===== src/rtl/display_pkg.sv =====
// Shared constants for the 7-segment display driver: digit count, blank
// patterns and the active-low hex-to-segment table (bit 6 = g ... bit 0 = a).
package display_pkg;
  localparam int         NUM_DIGITS = 8;
  localparam logic [6:0] SEG_BLANK  = 7'h7F;
  localparam logic [7:0] AN_OFF     = 8'hFF;

  // Indexed by nibble value; entry 0 is the rightmost element.
  localparam logic [15:0][6:0] HEX_SEG = {
    7'h0E, 7'h06, 7'h21, 7'h46,   // F E d C
    7'h03, 7'h08, 7'h10, 7'h00,   // b A 9 8
    7'h78, 7'h02, 7'h12, 7'h19,   // 7 6 5 4
    7'h30, 7'h24, 7'h79, 7'h40    // 3 2 1 0
  };
endpackage


===== src/rtl/seg_display_if.sv =====
// Connection between the cpu outputs and the board display driver.
interface seg_display_if;
  logic [31:0] display;
  logic [31:0] cycle_count;
  logic        halt;
  logic        sel;
  logic [7:0]  an;
  logic [6:0]  seg;
  logic        dp;

  modport slave  (input display, cycle_count, halt, sel, output an, seg, dp);
  modport master (output display, cycle_count, halt, sel, input an, seg, dp);
endinterface


===== src/rtl/hex_to_seg.sv =====
// Combinational nibble to active-low 7-segment pattern.
module hex_to_seg
  import display_pkg::*;
(
  input  logic [3:0] nib,
  output logic [6:0] seg
);
  assign seg = HEX_SEG[nib];
endmodule


===== src/rtl/seg_display.sv =====
// Time-multiplexed 8-digit hex display with per-frame input capture and
// a permanent freeze of both captured values once halt is seen.
module seg_display
  import display_pkg::*;
#(
  parameter int SCAN_DIV = 100000
) (
  input  logic          clk,
  input  logic          clr,
  seg_display_if.slave  bus
);
  localparam int                DIV_W   = (SCAN_DIV > 1) ? $clog2(SCAN_DIV) : 1;
  localparam logic [DIV_W-1:0]  DIV_MAX = DIV_W'(SCAN_DIV - 1);

  logic [DIV_W-1:0] div_cnt;
  logic [2:0]       digit;
  logic             tick, frame;
  logic [31:0]      snap_disp, snap_cyc, v;
  logic             halted;
  logic [3:0]       nib;
  logic [6:0]       seg_d;

  assign tick  = (div_cnt == DIV_MAX);
  assign frame = tick && (digit == 3'd7);

  always_ff @(posedge clk or negedge clr) begin
    if (!clr) begin
      div_cnt <= '0;
      digit   <= '0;
    end else if (tick) begin
      div_cnt <= '0;
      digit   <= digit + 3'd1;
    end else begin
      div_cnt <= div_cnt + DIV_W'(1);
    end
  end

  // Once halted, nothing but reset touches the snapshots again.
  always_ff @(posedge clk or negedge clr) begin
    if (!clr) begin
      snap_disp <= '0;
      snap_cyc  <= '0;
      halted    <= 1'b0;
    end else if (!halted) begin
      if (bus.halt || frame) begin
        snap_disp <= bus.display;
        snap_cyc  <= bus.cycle_count;
      end
      if (bus.halt) halted <= 1'b1;
    end
  end

  assign v   = bus.sel ? snap_cyc : snap_disp;
  assign nib = v[{digit, 2'b00} +: 4];

  hex_to_seg u_dec (
    .nib (nib),
    .seg (seg_d)
  );

  always_ff @(posedge clk or negedge clr) begin
    if (!clr) begin
      bus.an  <= AN_OFF;
      bus.seg <= SEG_BLANK;
      bus.dp  <= 1'b1;
    end else begin
      bus.an  <= ~(NUM_DIGITS'(1) << digit);
      bus.seg <= seg_d;
      bus.dp  <= ~halted;
    end
  end
endmodule


===== src/flat_wrapper.sv =====
// flat-port wrapper written by rule: the top's interface ports become plain ports
module seg_display_flat import display_pkg::*;
#(
  parameter int SCAN_DIV = 100000
)
  (clk, clr, bus_display, bus_cycle_count, bus_halt, bus_sel, bus_an, bus_seg, bus_dp);
  seg_display_if bus_i ();
  input  logic clk;
  input  logic clr;
  input wire logic [$bits(bus_i.display)-1:0] bus_display;
  input wire logic [$bits(bus_i.cycle_count)-1:0] bus_cycle_count;
  input wire logic [$bits(bus_i.halt)-1:0] bus_halt;
  input wire logic [$bits(bus_i.sel)-1:0] bus_sel;
  output wire logic [$bits(bus_i.an)-1:0] bus_an;
  output wire logic [$bits(bus_i.seg)-1:0] bus_seg;
  output wire logic [$bits(bus_i.dp)-1:0] bus_dp;
  assign bus_i.display = bus_display;
  assign bus_i.cycle_count = bus_cycle_count;
  assign bus_i.halt = bus_halt;
  assign bus_i.sel = bus_sel;
  assign bus_an = bus_i.an;
  assign bus_seg = bus_i.seg;
  assign bus_dp = bus_i.dp;
  seg_display #(.SCAN_DIV(SCAN_DIV)) u_core (.clk(clk), .clr(clr), .bus(bus_i));
endmodule

===== config.mk =====
export PLATFORM = sky130hd
export DESIGN_NAME = seg_display_flat
export DESIGN_NICKNAME = d
export VERILOG_FILES = /design/src/rtl/display_pkg.sv /design/src/rtl/seg_display_if.sv /design/src/rtl/hex_to_seg.sv /design/src/rtl/seg_display.sv /design/src/flat_wrapper.sv
export SDC_FILE = /design/constraint.sdc
export NUM_CORES = 1
export LEC_CHECK = 0
export BUFFER_PORTS_ARGS = -buffer_cell sky130_fd_sc_hd__buf_2
export CORE_ASPECT_RATIO = 0.9
export CORE_MARGIN = 10
export CORE_UTILIZATION = 49
export DETAILED_ROUTE_END_ITERATION = 7
export PLACE_DENSITY = 0.75
export RECOVER_POWER = 100
export SYNTH_ARGS = -nofsm -noshare
export SYNTH_HDL_FRONTEND = slang
export SYNTH_SLANG_ARGS = --single-unit

===== constraint.sdc =====
create_clock -name clk -period 4.1 [get_ports clk]
set_input_delay 0.41 -clock clk [delete_from_list [all_inputs] [get_ports clk]]
set_output_delay 0.41 -clock clk [all_outputs]
set_load 0.03 [all_outputs]

==> flow_metrics.env <==
export IMPL_crit_path_cell_trace="ha_1, ha_1, inv_1, nor4_1, o21a_1, buf_12, mux2_1"
export IMPL_power_leakage_nw=2.49
export IMPL_period_needed_ps=2960
export IMPL_path_clk_slew_ps=100
export IMPL_initial_utilization_pct=50.4
export IMPL_hold_path_depth=2
export IMPL_clk_latency_ps=360
export IMPL_synth_seq_cells=101
export IMPL_cts_max_level=3
export IMPL_critPathMaxFanout=40
export IMPL_synth_cell_type_count=43
export IMPL_cp_num_buf_inv=2
export IMPL_cp_end_kind="register"
export IMPL_seq_area_um2=2550
export IMPL_grt_pass1_wl_um=15600
export IMPL_totalPowerFinal_w=0.00207
export IMPL_clock_path_buffers=2
export IMPL_grt_max_degree=74
export IMPL_cpMostUsedCell="ha_1"
export IMPL_cts_sinks=101
export IMPL_post_cts_resized=0
export IMPL_cts_tree="done"
export IMPL_dp_hpwl_um=6870
export IMPL_muxShareOfSynthArea_pct=25.4
export IMPL_die_y_um=112
export IMPL_hold_violations=0
export IMPL_maxSlewHeadroom_pct=-15.8
export IMPL_start_kind="register"
export IMPL_path_class="reg -> reg"
export IMPL_antenna_cells=0
export IMPL_seq_area_frac_synth_pct=55.1
export IMPL_fillCellCount=765
export IMPL_nNetsFinal=487
export IMPL_reg2reg_slack_ps=1140
export IMPL_syn_inst=325
export IMPL_antenna_found_initial=0
export IMPL_finClkSkew_ps=11.7
export IMPL_power_density_nw_per_um2=390
export IMPL_tns_ps=0
export IMPL_drtIter0Drc=142
export IMPL_cts_buffers=9
export IMPL_slew_violations=74
export IMPL_avgSynthCellArea_um2=14.2
export IMPL_synthesis_nets=404
export IMPL_grt_use_total_pct=14.1
export IMPL_required_ps=4340
export IMPL_synth_xor_area_share_pct=3.03
export IMPL_gp_congestion=0.770
export IMPL_rows=33
export IMPL_syn2layout_area_growth_pct=14.9
export IMPL_vias=2805
export IMPL_netlist_area_um2=4620
export IMPL_cts_setup_buffers=0
export IMPL_core_area_um2=9170
export IMPL_synth_top_family_by_area="multiplexers"
export IMPL_die_area_um2=13700
export IMPL_wl_um=9240
export IMPL_fin_hold_ws_ps=258
export IMPL_ys_warnings_count=0
export IMPL_arrival_ps=3200
export IMPL_crit_family="compound AO/OA/AOI/OAI gates"
export IMPL_fin_crit_sh_pct=72.3
export IMPL_failed_checks="capacitance limit, slew limit"
export IMPL_synthAdderAreaFrac_pct=2.98
export IMPL_drv_cap=2
export IMPL_grt_ovfl_total=0
export IMPL_cts_root_buf="clkbuf_8"
export IMPL_hold_buffers=0
export IMPL_drive_above_1_share_pct=28.3
export IMPL_multi_input_area_um2=1900
export IMPL_tightest_slew_ps=1740
export IMPL_ios=84
export IMPL_reg2regPathDepth=7
export IMPL_ant_nets=0
export IMPL_crit_slowest_cell="o21a_1"
export IMPL_peakVddDrop_v=0.000182
export IMPL_rsz0062_at_grt="no"
export IMPL_min_path_type="in -> reg"
export IMPL_firstDrtPassIters=4
export IMPL_dieWidth_um=122
export IMPL_critPathMaxStageDelay_ps=920
export IMPL_clock_fmax_mhz=337
export IMPL_vias_per_cell=5.24
export IMPL_cp_num_cells=7
export IMPL_wire_per_inst_um=17.3
export IMPL_synthSimpleGateAreaFrac_pct=7.39
export IMPL_outcome="finished with violations"
export IMPL_report_final_setup_viol=0
export IMPL_port_buffers=83
export IMPL_drc=0
export IMPL_grt_pass1_vias=3095
export IMPL_synth_compound_area_share_pct=2.41
[area by class of cell]
| type | count | area share (%) |
|---|---|---|
| Inverter | 13 | 0.918 |
| Multi-Input combinational cell | 196 | 35.7 |
| Clock buffer | 11 | 2.47 |
| Sequential cell | 101 | 47.9 |
| Tap cell | 122 | 2.87 |
| Clock inverter | 5 | 2.02 |
| Timing Repair Buffer | 87 | 8.03 |
[through the flow]
stage          cells  util [%]  setup WS, ps  area [µm²]
3_3_place_gp     519      55.8          1400        5120
5_1_grt          535      58.0           818        5310
4_1_cts          535      58.4          1470        5360
6_report         535      58.0          1140        5310
3_5_place_dp     519      55.8          1320        5120
2_1_floorplan    325         -          1870        4620
[worst reg2reg max path, stage by stage (launching register included)]
cell	delay [ps]
dfrtp_1	530
ha_1	240
ha_1	140
inv_1	50
nor4_1	270
o21a_1	920
buf_12	340
mux2_1	370
[registers in the layout (all words and copies together) (netlist names)]
signal            cells
u_core.halted         1
u_core.div_cnt       17
u_core.bus.dp         1
u_core.snap_disp     32
u_core.snap_cyc      32
u_core.bus.seg        7
u_core.digit          3
u_core.bus.an         8
[worst paths after layout]
kind                                   endpoint       startpoint
max                         u_core.snap_cyc[29]  u_core.digit[1]
min                        u_core.snap_disp[27]  bus_display[27]
min in group asynchronous    u_core.div_cnt[13]              clr
max reg2reg                 u_core.snap_cyc[29]  u_core.digit[1]
max in group asynchronous   u_core.snap_cyc[17]              clr
min reg2reg                       u_core.bus.dp    u_core.halted
[Yosys cell counts, drive strengths merged]
| cell type | number | share of area, % |
|---|---|---|
| clkbuf | 2 | 0.16 |
| nor4 | 2 | 0.27 |
| buf | 13 | 2.5 |
| or2 | 2 | 0.27 |
| dfstp | 16 | 9.1 |
| a22oi | 4 | 0.76 |
| nor2 | 13 | 1.1 |
| nand4bb | 1 | 0.24 |
| mux2 | 66 | 16 |
| nand4 | 1 | 0.14 |
| nor3 | 4 | 0.43 |
| o22ai | 2 | 0.27 |
| and4 | 1 | 0.19 |
| xor2 | 5 | 0.95 |
| and3 | 2 | 0.27 |
| nor2b | 3 | 0.41 |
| ha | 11 | 3.0 |
| o21ai | 2 | 0.22 |
| nand2b | 1 | 0.14 |
| nand3 | 16 | 1.9 |
| nor3b | 2 | 0.43 |
| dfrtp | 85 | 46 |
| inv | 13 | 1.1 |
| o2bb2ai | 2 | 0.38 |
| xnor2 | 11 | 2.1 |
| nand2 | 18 | 1.5 |
| mux4 | 16 | 8.0 |
| a21oi | 1 | 0.11 |
| o21a | 1 | 0.16 |
| a211oi | 1 | 0.27 |
| mux2i | 6 | 1.3 |
| a32o | 1 | 0.24 |
| or3 | 1 | 0.14 |
[cell usage in the layout (no fill, tap or decap), types with 2 or more instances in the layout]
master | synthesis | routed
a22oi_1 | 3 | 3
nand3_1 | 14 | 15
nand2_1 | 18 | 18
ha_1 | 11 | 11
nor3_1 | 4 | 4
clkbuf_8 | 0 | 9
dfstp_2 | 16 | 16
bufinv_16 | 0 | 3
xnor2_1 | 11 | 11
dfrtp_1 | 85 | 85
buf_2 | 3 | 66
inv_6 | 0 | 2
nor4_1 | 2 | 2
mux2i_1 | 6 | 6
mux2_1 | 66 | 66
inv_1 | 12 | 12
nor2b_1 | 3 | 3
o21ai_0 | 1 | 2
o22ai_1 | 2 | 2
clkbuf_1 | 2 | 21
mux4_1 | 3 | 3
and3_1 | 2 | 2
nor2_1 | 13 | 13
xor2_1 | 5 | 5
mux4_2 | 13 | 13
o2bb2ai_1 | 2 | 2
[metal layers]
layer  global-route usage [%]  part of all wire, %  vias up
met5                        0                    0        -
met4                     3.45                 0.73        0
met3                     4.91                  6.3        8
met2                     20.5                   46       78
met1                     19.7                   47     1404
li1                         -                    -     1315
[cell families (layout without fill, tap and decap cells)]
kind of cell,Yosys count,count (layout)
flip-flops,101,101
multiplexers,88,88
AND/OR/NAND/NOR,67,67
buffers and inverters,28,116
XOR/XNOR,16,16
AO/OA/AOI/OAI,14,14
adder cells (fa/ha/maj),11,11
[where the power goes]
group,total [W],switching (W),internal [W],leakage [nW]
combinational,0.000226,0.000121,0.000105,1.09
sequential,0.00110,0.0000306,0.00107,1.28
clock,0.000745,0.000334,0.000411,0.119
total,0.00207,0.000485,0.00159,2.49
Note: power is estimated with default switching activity, not from simulation.
